### src/rtl/interleaver_pkg.sv
// Shared types and constants for the block interleaver address path.
package interleaver_pkg;

   localparam logic MODE_LINEAR    = 1'b0;
   localparam logic MODE_TRANSPOSE = 1'b1;

   localparam int DEF_ROW_W  = 6;
   localparam int DEF_COL_W  = 7;
   localparam int DEF_ADDR_W = DEF_ROW_W + DEF_COL_W;

   typedef enum logic {
      ST_IDLE = 1'b0,
      ST_RUN  = 1'b1
   } state_e;

endpackage

### src/rtl/interleave_addr_gen_if.sv
// Control/address bundle between the interleaver control (master) and the address generator (slave).
interface interleave_addr_gen_if
   import interleaver_pkg::*;
#(
   parameter int ROW_W  = DEF_ROW_W,
   parameter int COL_W  = DEF_COL_W,
   parameter int ADDR_W = ROW_W + COL_W
) ();

   logic              start;
   logic [ROW_W-1:0]  cfg_rows;
   logic [COL_W-1:0]  cfg_cols;
   logic              mode;
   logic              auto_restart;
   logic              enable;
   logic [ADDR_W-1:0] addr;
   logic              addr_valid;
   logic              last;
   logic              done;
   logic              busy;
   logic              cfg_err;

   modport master (
      output start, cfg_rows, cfg_cols, mode, auto_restart, enable,
      input  addr, addr_valid, last, done, busy, cfg_err
   );

   modport slave (
      input  start, cfg_rows, cfg_cols, mode, auto_restart, enable,
      output addr, addr_valid, last, done, busy, cfg_err
   );

endinterface

### src/rtl/interleave_addr_gen_wrap_counter.sv
// Index counter that counts 0..limit and wraps back to 0; load0 clears it and wins over inc.
module wrap_counter #(
   parameter int W = 6
) (
   input  logic         clk,
   input  logic         reset_or_restart,
   input  logic         inc,
   input  logic         load0,
   input  logic [W-1:0] limit,
   output logic [W-1:0] value,
   output logic         at_limit
);

   localparam logic [W-1:0] ONE = {{(W-1){1'b0}}, 1'b1};

   logic [W-1:0] count_r;

   // Count register: clear, wrap at limit, or step by one.
   always_ff @(posedge clk or posedge reset_or_restart) begin
      if (reset_or_restart) begin
         count_r <= {W{1'b0}};
      end else if (load0) begin
         count_r <= {W{1'b0}};
      end else if (inc) begin
         if (at_limit) begin
            count_r <= {W{1'b0}};
         end else begin
            count_r <= count_r + ONE;
         end
      end else begin
         count_r <= count_r;
      end
   end

   assign value    = count_r;
   assign at_limit = (count_r == limit);

endmodule

### src/rtl/interleave_addr_gen.sv
// Block interleaver address generator: walks a run-time rows x cols block in row-major or column-major order.
module interleave_addr_gen
   import interleaver_pkg::*;
#(
   parameter int ROW_W  = DEF_ROW_W,
   parameter int COL_W  = DEF_COL_W,
   parameter int ADDR_W = ROW_W + COL_W
) (
   input  logic                 clk,
   input  logic                 reset_or_restart,
   interleave_addr_gen_if.slave bus
);

   localparam logic [ROW_W-1:0]  ROW_ONE  = {{(ROW_W-1){1'b0}}, 1'b1};
   localparam logic [COL_W-1:0]  COL_ONE  = {{(COL_W-1){1'b0}}, 1'b1};
   localparam logic [ADDR_W-1:0] ADDR_ONE = {{(ADDR_W-1){1'b0}}, 1'b1};

   state_e            state_r, state_s;
   logic [ROW_W-1:0]  rows_r;
   logic [COL_W-1:0]  cols_r;
   logic              mode_r;
   logic [ADDR_W-1:0] addr_r, addr_s;
   logic              done_r;
   logic              cfg_err_r;

   logic              start_ok_s, cfg_bad_s, accept_s, last_s;
   logic              row_inc_s, col_inc_s, row_at_s, col_at_s;
   logic [ROW_W-1:0]  row_val_s, row_lim_s;
   logic [COL_W-1:0]  col_val_s, col_lim_s;

   assign row_lim_s = rows_r - ROW_ONE;
   assign col_lim_s = cols_r - COL_ONE;

   // The fast index steps on every accept; the slow one only when the fast one wraps.
   assign col_inc_s = accept_s && ((mode_r == MODE_LINEAR) || row_at_s);
   assign row_inc_s = accept_s && ((mode_r == MODE_TRANSPOSE) || col_at_s);

   wrap_counter #(.W(ROW_W)) u_row (
      .clk              (clk),
      .reset_or_restart (reset_or_restart),
      .inc              (row_inc_s),
      .load0            (start_ok_s),
      .limit            (row_lim_s),
      .value            (row_val_s),
      .at_limit         (row_at_s)
   );

   wrap_counter #(.W(COL_W)) u_col (
      .clk              (clk),
      .reset_or_restart (reset_or_restart),
      .inc              (col_inc_s),
      .load0            (start_ok_s),
      .limit            (col_lim_s),
      .value            (col_val_s),
      .at_limit         (col_at_s)
   );

   assign last_s = (state_r == ST_RUN) && (row_val_s == row_lim_s) && (col_val_s == col_lim_s);

   // Next-state and incremental address decode; a valid start overrides any accept.
   always_comb begin
      state_s    = state_r;
      addr_s     = addr_r;
      start_ok_s = 1'b0;
      cfg_bad_s  = 1'b0;
      accept_s   = 1'b0;

      if (bus.start) begin
         if ((bus.cfg_rows != {ROW_W{1'b0}}) && (bus.cfg_cols != {COL_W{1'b0}})) begin
            start_ok_s = 1'b1;
         end else begin
            cfg_bad_s = 1'b1;
         end
      end else begin
         start_ok_s = 1'b0;
      end

      if ((state_r == ST_RUN) && bus.enable && !start_ok_s) begin
         accept_s = 1'b1;
      end else begin
         accept_s = 1'b0;
      end

      case (state_r)
         ST_IDLE: begin
            if (start_ok_s) begin
               state_s = ST_RUN;
            end else begin
               state_s = ST_IDLE;
            end
         end
         ST_RUN: begin
            if (start_ok_s) begin
               state_s = ST_RUN;
            end else if (accept_s && last_s && !bus.auto_restart) begin
               state_s = ST_IDLE;
            end else begin
               state_s = ST_RUN;
            end
         end
         default: state_s = ST_IDLE;
      endcase

      if (start_ok_s) begin
         addr_s = {ADDR_W{1'b0}};
      end else if (accept_s) begin
         if (last_s) begin
            addr_s = {ADDR_W{1'b0}};
         end else if (mode_r == MODE_LINEAR) begin
            addr_s = addr_r + ADDR_ONE;
         end else if (row_at_s) begin
            addr_s = {{(ADDR_W-COL_W){1'b0}}, col_val_s} + ADDR_ONE;
         end else begin
            addr_s = addr_r + {{(ADDR_W-COL_W){1'b0}}, cols_r};
         end
      end else begin
         addr_s = addr_r;
      end
   end

   // State, address, latched configuration and pulse flags.
   always_ff @(posedge clk or posedge reset_or_restart) begin
      if (reset_or_restart) begin
         state_r   <= ST_IDLE;
         addr_r    <= {ADDR_W{1'b0}};
         rows_r    <= {ROW_W{1'b0}};
         cols_r    <= {COL_W{1'b0}};
         mode_r    <= MODE_LINEAR;
         done_r    <= 1'b0;
         cfg_err_r <= 1'b0;
      end else begin
         state_r   <= state_s;
         addr_r    <= addr_s;
         done_r    <= accept_s && last_s;
         cfg_err_r <= cfg_bad_s;
         if (start_ok_s) begin
            rows_r <= bus.cfg_rows;
            cols_r <= bus.cfg_cols;
            mode_r <= bus.mode;
         end else begin
            rows_r <= rows_r;
            cols_r <= cols_r;
            mode_r <= mode_r;
         end
      end
   end

   assign bus.addr       = addr_r;
   assign bus.addr_valid = (state_r == ST_RUN);
   assign bus.busy       = (state_r == ST_RUN);
   assign bus.last       = last_s;
   assign bus.done       = done_r;
   assign bus.cfg_err    = cfg_err_r;

endmodule
### src/flat_wrapper.sv
// flat-port wrapper written by rule: the top's interface ports become plain ports
module interleave_addr_gen_flat import interleaver_pkg::*;
#(
   parameter int ROW_W  = DEF_ROW_W,
   parameter int COL_W  = DEF_COL_W,
   parameter int ADDR_W = ROW_W + COL_W
)
  (clk, reset_or_restart, bus_start, bus_cfg_rows, bus_cfg_cols, bus_mode, bus_auto_restart, bus_enable, bus_addr, bus_addr_valid, bus_last, bus_done, bus_busy, bus_cfg_err);
  interleave_addr_gen_if #(.ROW_W(ROW_W), .COL_W(COL_W), .ADDR_W(ADDR_W)) bus_i ();
  input  logic clk;
  input  logic reset_or_restart;
  input wire logic [$bits(bus_i.start)-1:0] bus_start;
  input wire logic [$bits(bus_i.cfg_rows)-1:0] bus_cfg_rows;
  input wire logic [$bits(bus_i.cfg_cols)-1:0] bus_cfg_cols;
  input wire logic [$bits(bus_i.mode)-1:0] bus_mode;
  input wire logic [$bits(bus_i.auto_restart)-1:0] bus_auto_restart;
  input wire logic [$bits(bus_i.enable)-1:0] bus_enable;
  output wire logic [$bits(bus_i.addr)-1:0] bus_addr;
  output wire logic [$bits(bus_i.addr_valid)-1:0] bus_addr_valid;
  output wire logic [$bits(bus_i.last)-1:0] bus_last;
  output wire logic [$bits(bus_i.done)-1:0] bus_done;
  output wire logic [$bits(bus_i.busy)-1:0] bus_busy;
  output wire logic [$bits(bus_i.cfg_err)-1:0] bus_cfg_err;
  assign bus_i.start = bus_start;
  assign bus_i.cfg_rows = bus_cfg_rows;
  assign bus_i.cfg_cols = bus_cfg_cols;
  assign bus_i.mode = bus_mode;
  assign bus_i.auto_restart = bus_auto_restart;
  assign bus_i.enable = bus_enable;
  assign bus_addr = bus_i.addr;
  assign bus_addr_valid = bus_i.addr_valid;
  assign bus_last = bus_i.last;
  assign bus_done = bus_i.done;
  assign bus_busy = bus_i.busy;
  assign bus_cfg_err = bus_i.cfg_err;
  interleave_addr_gen #(.ROW_W(ROW_W), .COL_W(COL_W), .ADDR_W(ADDR_W)) u_core (.clk(clk), .reset_or_restart(reset_or_restart), .bus(bus_i));
endmodule
### config.mk
export PLATFORM = sky130hd
export DESIGN_NAME = interleave_addr_gen_flat
export DESIGN_NICKNAME = d
export VERILOG_FILES = /design/src/rtl/interleaver_pkg.sv /design/src/rtl/interleave_addr_gen_if.sv /design/src/rtl/interleave_addr_gen_wrap_counter.sv /design/src/rtl/interleave_addr_gen.sv /design/src/flat_wrapper.sv
export SDC_FILE = /design/constraint.sdc
export NUM_CORES = 1
export LEC_CHECK = 0
export ABC_AREA = 1
export CELL_PAD_IN_SITES_DETAIL_PLACEMENT = 0
export CELL_PAD_IN_SITES_GLOBAL_PLACEMENT = 1
export CORE_UTILIZATION = 41
export CTS_CLUSTER_DIAMETER = 150
export DETAILED_ROUTE_END_ITERATION = 12
export PLACE_DENSITY_LB_ADDON = 0.1
export SLEW_MARGIN = 20
export SYNTH_ARGS = -nofsm -noshare
export SYNTH_HDL_FRONTEND = slang
export SYNTH_HIERARCHICAL = 1
export SYNTH_SLANG_ARGS = --single-unit
### constraint.sdc
create_clock -name clk -period 3.56 [get_ports clk]
set_input_delay 0.356 -clock clk [delete_from_list [all_inputs] [get_ports clk]]
set_output_delay 0.356 -clock clk [all_outputs]
set_load 0.02 [all_outputs]
==> impl_metrics.toml, run 1 <==
[run_status]
status = "finished clean"

[grt]
grt_pass1_wl_microns = 16200
antenna_found_initial = 0
grt_pass1_vias = 3525
grtUsageTotal_pct = 22.9
grt_max_degree = 26
overflow = 0

[power]
ir_worst_vdd_mv = 0.184
p_switching_uw = 567
combPwrFrac_pct = 33.0
p_seq_share_pct = 40.6
internal_power_uw = 926
pwr_density_cell_nw_per_um2 = 353
switching_share_pct = 38.0
pwr-share-clk_pct = 26.4
leakage_uw = 0.00218

[detailed_routing]
drtIter0Drc = 153
wl_per_cell_microns = 13.4
wl_microns = 9630
drt-pass1-iter-count = 4
via_per_inst = 4.99
vias = 3594
drcViolationCount = 0
ant_nets = 0

[logic_synthesis]
netlist_area_sq_um = 3650
synthXorXnorAreaFrac_pct = 3.36
synthMuxAreaShare_pct = 0
syn-instance-count = 575
ys_warn_count = 6
synth_fa_ha_area_share_pct = 5.00
synth_top_family_by_area = "simple AND/OR/NAND/NOR gates"
synth_compound_area_share_pct = 10.9
synthesis.nets = 608
ys_ff_latch = 43
synth.distinct_cells = 37
synthSimpleGateAreaFrac_pct = 40.7
syn_area_per_cell_sq_um = 6.35
seq_area_frac_synth_pct = 29.5

[layout]
drive_above_1_share_pct = 7.68
final_cell_mix = "nand2_1, inv_1, nand3_1"
diodes = 0
area_growth_pct = 15.9
mostFrequentLayoutCell = "nand2_1"
nNetsFinal = 644
final_cell_area_sq_um = 4230
final_util_pct = 48.8

[setup_path]
start_kind = "register"
required_ns = 3.80
max_stage_delay_ns = 0.39
r2r-end = "u_core/u_col/value[5]"
cp-startpoint = "u_core/rows_r[0]"
cp-end-kind = "register"
ff2ff_setup_slack_ns = 0.56
reg2reg_from = "u_core/rows_r[0]"
worstPathMaxFanout = 10
r2r_cells = 19
worstPathCellList = "inv_1, ha_1, nand3_1, nand2_1, nand2_1, inv_1, inv_1, nand2_1, nand2_1, nor2_1, nand3_2, inv_1, nor2_1, nor2_1, nor2_4, nor2_2, nand3_1, xor2_1, a21oi_2"
crit_slowest_cell = "dfrtp_1"
path_class = "register to register"
crit_arrival_ns = 3.24

[place]
dpl.hpwl_microns = 7600
dpl-instance-area_sq_um = 4120
port_buffers = 36
place_congestion = 0.846

[floorplan]
start_util_pct = 42.1
die_area_sq_um = 9290
die_y_microns = 96.4
core.rowCount = 34
ios = 37
core-area_sq_um = 8680
die_w_microns = 96.4

[timing]
fin_crit_ns = 3.00
slew_viol_final = 0
fin_skew_ns = 0.0165
fmax_mhz = 333
period_share_pct = 84.3
tightest_slew_ns = 0.559
rsz0062_at_grt = "false"
slew_headroom_pct = 62.7
finalSetupViolations = 0
tns_ns = 0
hold_viol = 0

[clock_tree]
cts_sinks = 43
cts_tree = "yes"
root_buffer = "clkbuf_8"
cts_buffers = 5
cts_resized = 0
post_cts_buffers = 0
cts_buffer_depth = 2
hold_buffers = 0
clkTransAtPathRegs_ns = 0.10
clk_latency_ns = 0.30
cts-htree-levels = 2

[job]
drv_cap = 0

[worst_hold_path]
hold_path.class = "input port to async pin"
[cell usage after synthesis, drive strengths merged]
cell	count	share of area, %
or2	1	0.17
buf	6	0.89
nand2	199	22
fa	1	0.55
xnor2	5	1.2
o21ai	41	6.2
o311ai	1	0.24
nor4	2	0.34
ha	13	4.5
nor3	5	0.82
dfrtp	43	29
o21bai	1	0.21
nor2	53	6.7
nand3b	2	0.41
inv	90	9.2
nand3	61	8.9
a21boi	1	0.21
nand4	10	1.7
a22oi	1	0.21
o21a	1	0.21
a21oi	22	3.1
clkinv	2	0.21
xor2	9	2.2
o211ai	1	0.21
clkbuf	3	0.31
a32oi	1	0.24
[metal layers]
layer | global-route usage (%) | routed length, microns | vias up
met5 | 0 | 0 | -
met4 | 4.78 | 97 | 0
met3 | 2.90 | 233 | 6
met2 | 43.6 | 4920 | 49
met1 | 27.3 | 4380 | 1652
li1 | - | - | 1887
[power by group through the flow]
stage               clock (uW)  combinational, uW  sequential (uW)
floorplan                    0                360              598
global placement             0                491              615
detailed placement           0                494              617
CTS                        406                497              607
global route               424                574              616
finish                     395                492              606
[worst max-delay path by stage]
stage                       endpoint  slack, ns  cells past startpoint
2_1_floorplan  u_core/u_col/value[5]       1.02                     20
3_3_place_gp   u_core/u_col/value[5]       0.72                     19
3_5_place_dp   u_core/u_col/value[5]       0.63                     19
4_1_cts                     bus_last       0.58                      9
5_1_grt        u_core/u_col/value[2]       0.20                     19
6_report       u_core/u_col/value[5]       0.56                     19
[kinds of logic after synthesis]
family                     count (synthesis)
adders and majority gates                 14
AOI/OAI and AO/OA                         70
DFF                                       43
buffers and inverters                    101
xor gates and xnor gates                  14
and+or+nand+nor                          333
[area by class of cell]
cell class	count	area, sq um
fill	924	4450
multi-input combinational	431	2190
sequential	43	1080
timing repair buffer	38	375
inverter	92	345
tap	108	135
clock buffer	5	68.8
clock inverter	3	43.8
[through the flow]
stage               hold WS, ns  total power, uW  instances  worst slack (ns)
floorplan                 0.147              958        575              1.02
global placement          0.524             1110        712             0.720
detailed placement        0.534             1110        712             0.630
CTS                       0.331             1510        720             0.584
global route              0.368             1610        720             0.201
finish                    0.325             1490        720             0.559
[registers in the layout, indices dropped and copies added, names as in the netlist]
name and count:
u_core/bus.addr 13, u_core/cols_r 7, u_core/u_col/value 7, u_core/rows_r 6, u_core/u_row/value 6, u_core/bus.addr_valid 1
u_core/bus.cfg_err 1, u_core/bus.done 1, u_core/mode_r 1
[worst max-delay path: cells and delay by family (launching register included)]
| kind | cells | cell delay (ns) |
|---|---|---|
| xor gates and xnor gates | 1 | 0.17 |
| AOI/OAI and AO/OA | 1 | 0.11 |
| adders and majority gates | 1 | 0.23 |
| DFF | 1 | 0.39 |
| buffers and inverters | 4 | 0.54 |
| and+or+nand+nor | 12 | 1.52 |
Power figures use the tool's default switching activity.
==> run 2, diff against run 1 <==
==> constraint.sdc (replaced) <==
create_clock -name clk -period 2.9 [get_ports clk]
set_input_delay 0.29 -clock clk [delete_from_list [all_inputs] [get_ports clk]]
set_output_delay 0.29 -clock clk [all_outputs]
set_load 0.02 [all_outputs]
==> impl_metrics.toml, run 2 (synthesized netlist as in run 1, its figures left out) <==
[run_status]
status = "finished clean"

[power]
ir_worst_vdd_mv = 0.193
leakage_uw = 0.00221
fin_total_pwr_uw = 1780
pwr_density_cell_nw_per_um2 = 418

[clock_tree]
cts_buffers = 5
cts-htree-levels = 2
clk_latency_ns = 0.30
root_buffer = "clkbuf_8"
post_cts_buffers = 0
cts_sinks = 43
cts_buffer_depth = 2
cts_tree = "yes"
clkTransAtPathRegs_ns = 0.08
hold_buffers = 0

[layout]
final_cell_mix = "nand2_1, inv_1, nand3_1"
mostFrequentLayoutCell = "nand2_1"
drive_above_1_share_pct = 8.44
nNetsFinal = 648
diodes = 0
area_growth_pct = 16.5
largest_reg_flops = 13

[timing]
rsz0062_at_grt = "false"
fin_skew_ns = 0.0112
hold_viol = 0
holdWs_ns = 0.260
fin_crit_ns = 2.66
slew_headroom_pct = 65.5
slew_viol_final = 0
fmax_mhz = 375
worst_slack_ns = 0.237
finalSetupViolations = 0
tightest_slew_ns = 0.516
tns_ns = 0
period_share_pct = 91.8

[job]
drv_cap = 0

[floorplan]
ios = 37
core.rowCount = 34
die_area_sq_um = 9290
start_util_pct = 42.1
die_w_microns = 96.4
die_y_microns = 96.4
core-area_sq_um = 8680

[place]
dpl.hpwl_microns = 7640
place_congestion = 0.893
port_buffers = 36
dp_slack_ns = 0.119

[worst_hold_path]
hold_path.class = "input port to async pin"

[setup_path]
start_kind = "register"
cp-end-kind = "register"
crit_arrival_ns = 2.89
ff2ff_setup_slack_ns = 0.24
required_ns = 3.13
path_class = "register to register"
worstPathMaxFanout = 9

[grt]
grt_pass1_vias = 3658
grt_max_degree = 29
overflow = 0
grt_pass1_wl_microns = 16700
antenna_found_initial = 0
grtUsageTotal_pct = 23.6

[detailed_routing]
via_per_inst = 4.99
highest_layer = "met4"
drcViolationCount = 0
drt-pass1-iter-count = 4
wl_met1_microns = 4360
wl_microns = 9640
drtIter0Drc = 182
met3WireLength_microns = 198
wl_per_cell_microns = 13.3
vias = 3614
ant_nets = 0
wl_met2_microns = 4860
run 2: changes by cell type in the layout (fill, tap and decap cells not counted), moves of 2 or more:
cell      previous run  this run
buf_4                2         6
clkbuf_8             5         7
nor2_1              43        41
nor2_2               6         8
run 2: cell type report:
cell class	instances	area, sq um
clock buffers	8	100
fillers	911	4420
inverters	92	345
multi-input cells	431	2190
flip-flops and latches	43	1080
well taps	108	135
repair buffers	42	408
run 2: routing by layer:
metal | track usage [%] | vias to the layer above
li1 | - | 1902
met1 | 28.0 | 1647
met2 | 43.8 | 52
met3 | 3.21 | 13
met4 | 7.35 | 0
met5 | 0 | -
run 2: timing repair:
item / in CTS / in global routing
endpoints found under the hold margin: 0 / 0
setup endpoints to repair: 0 / 6
resized for setup: 0 / 4
run 2: where the power goes:
group          internal, uW  switching, uW
clock network           218            203
registers               650           88.5
logic                   236            385
total                  1100            676
run 2: path summary, 6_finish.rpt:
| kind | startpoint | end | cells after the start |
|---|---|---|---|
| worst min-delay path | reset_or_restart | u_core/u_row/value[1] | 2 |
| worst min register to register | u_core/bus.addr[12] | u_core/bus.addr[12] | 2 |
| worst max register to register | u_core/rows_r[0] | u_core/bus.addr[2] | 17 |
| min in group clk | u_core/bus.addr[12] | u_core/bus.addr[12] | 2 |
| max in group asynchronous | reset_or_restart | u_core/bus.cfg_err | 3 |
| worst max-delay path | u_core/rows_r[0] | u_core/bus.addr[2] | 17 |
run 2: per-stage QoR:
stage	utilization [%]	cells	cell area [sq um]
after CTS	49.0	724	4250
after global routing	49.0	724	4260
after floorplan	-	575	3650
after global placement	47.8	716	4150
final	49.0	724	4260
after detailed placement	47.8	716	4150
run 2: worst max-delay path: stages (launching register included):
cell,delay (ns)
dfrtp_1,0.38
inv_1,0.17
ha_1,0.25
nand3_1,0.09
nand2_1,0.08
nand2_1,0.07
inv_1,0.07
inv_1,0.04
nand2_1,0.04
nand2_1,0.05
nor2_1,0.12
nand3_2,0.14
inv_1,0.13
buf_4,0.16
inv_1,0.15
o311ai_1,0.42
nand2_1,0.12
o21ai_2,0.14
==> run 3, diff against run 2 <==
--- a/config.mk
+++ b/config.mk
@@ -11,7 +11,7 @@
 export CORE_UTILIZATION = 41
 export CTS_CLUSTER_DIAMETER = 150
 export DETAILED_ROUTE_END_ITERATION = 12
-export PLACE_DENSITY_LB_ADDON = 0.1
+export PLACE_DENSITY = 0.78
 export SLEW_MARGIN = 20
 export SYNTH_ARGS = -nofsm -noshare
 export SYNTH_HDL_FRONTEND = slang
==> constraint.sdc (replaced) <==
create_clock -name clk -period 2.9 [get_ports clk]
set_input_delay 0.725 -clock clk [delete_from_list [all_inputs] [get_ports clk]]
set_output_delay 0.725 -clock clk [all_outputs]
set_load 0.02 [all_outputs]
==> impl_metrics.toml, run 3 (synthesized netlist as in run 1, its figures left out) <==
[job]
drv_cap = 0

[clock_tree]
hold_buffers = 0
cts-htree-levels = 2
post_cts_buffers = 0
clk_latency_ns = 0.30
cts_tree = "yes"
root_buffer = "clkbuf_8"
cts_sinks = 43
clkTransAtPathRegs_ns = 0.09
cts_buffers = 5
cts_buffer_depth = 2

[layout]
nFillCells = 921
mostFrequentLayoutCell = "nand2_1"
final_cell_area_sq_um = 4300
diodes = 0
area_growth_pct = 17.6
drive_above_1_share_pct = 9.78
largest_reg_flops = 13
nNetsFinal = 658
final_util_pct = 49.5
final_cell_mix = "nand2_1, inv_1, nand3_1"

[detailed_routing]
ant_nets = 0
drt-pass1-iter-count = 4
vias = 3678
via_per_inst = 5.02
wl_per_cell_microns = 13.8
drtIter0Drc = 147
drcViolationCount = 0
wl_microns = 10100

[floorplan]
core.rowCount = 34
die_y_microns = 96.4
die_w_microns = 96.4
start_util_pct = 42.1
core-area_sq_um = 8680
die_area_sq_um = 9290
ios = 37

[setup_path]
worstPathMaxFanout = 7
crit_arrival_ns = 1.96
r2r-end = "u_core/u_col/value[2]"
ff2ff_setup_slack_ns = 0.31
cp-end-kind = "output port"
required_ns = 2.17
r2r_cells = 19
reg2reg_from = "u_core/rows_r[1]"
start_kind = "register"
path_class = "register to output port"

[timing]
tns_ns = 0
fin_crit_ns = 2.69
worst_slack_ns = 0.211
hold_viol = 0
slew_headroom_pct = 54.9
rsz0062_at_grt = "false"
slew_viol_final = 0
fmax_mhz = 372
fin_skew_ns = 0.0138
period_share_pct = 92.7
tightest_slew_ns = 0.676
finalSetupViolations = 0

[grt]
grt_pass1_wl_microns = 16900
grt_pass1_vias = 3553
grtUsageTotal_pct = 24.0
antenna_found_initial = 0
grt_max_degree = 29
overflow = 0

[run_status]
status = "finished clean"

[power]
ir_worst_vdd_mv = 0.270
pwr_density_cell_nw_per_um2 = 410
leakage_uw = 0.00223

[worst_hold_path]
hold_path.class = "register to register"
min_path_cells = 2
worstHoldStart = "u_core/bus.addr[12]"
whs_endpoint = "u_core/bus.addr[12]"

[place]
dpl-instance-area_sq_um = 4220
port_buffers = 36
dpl.hpwl_microns = 7930
dp_slack_ns = 0.113
place_congestion = 0.852
[run 3: how the worst max path moves through the flow]
stage                      from                     to
6_report       u_core/cols_r[0]               bus_last
3_3_place_gp   u_core/cols_r[0]               bus_last
4_1_cts        u_core/cols_r[0]               bus_last
2_1_floorplan  u_core/rows_r[0]  u_core/u_col/value[5]
3_5_place_dp   u_core/cols_r[0]               bus_last
5_1_grt        u_core/rows_r[1]  u_core/u_col/value[2]
[run 3: metrics by stage]
step / cells / power (uW) / hold slack [ns]
floorplan: 575 / 1180 / 0.515
global placement: 726 / 1380 / 0.520
detailed placement: 726 / 1400 / 0.529
CTS: 732 / 1780 / 0.551
global route: 732 / 1900 / 0.595
finish: 732 / 1760 / 0.545
[run 3: layout make-up]
cell class | count | area, sq um | area share, %
timing repair buffer | 52 | 475 | 11.1
tap | 108 | 135 | 3.15
sequential | 43 | 1080 | 25.0
multi-input combinational | 431 | 2190 | 51.0
inverter | 92 | 345 | 8.04
clock buffer | 6 | 72.6 | 1.69
[run 3: worst max-delay path: stages, from the launching register on]
cell	delay [ns]
dfrtp_1	0.40
inv_2	0.05
ha_1	0.27
inv_1	0.10
nand2_1	0.07
nand3_1	0.09
nand2_1	0.05
inv_1	0.04
nand2_1	0.05
nor2_2	0.11
nand4_1	0.10
nor2_2	0.15
clkbuf_2	0.18
[run 3: repair_timing]
action,in CTS,in global routing
endpoints found under the setup margin,1,5
gates cloned,0,0
resized for setup,1,5
endpoints found under the hold margin,0,0
[run 3: where the power goes]
part	internal (uW)	switching, uW
clock network	161	219
logic	255	389
registers	650	87.7
[run 3: metal layers]
layer / track usage, % / up-vias / share of wire [%]
met5: 0 / - / 0
met4: 5.64 / 0 / 1.3
met3: 2.90 / 11 / 3.0
met2: 45.6 / 58 / 52
met1: 28.5 / 1691 / 44
li1: - / 1918 / -
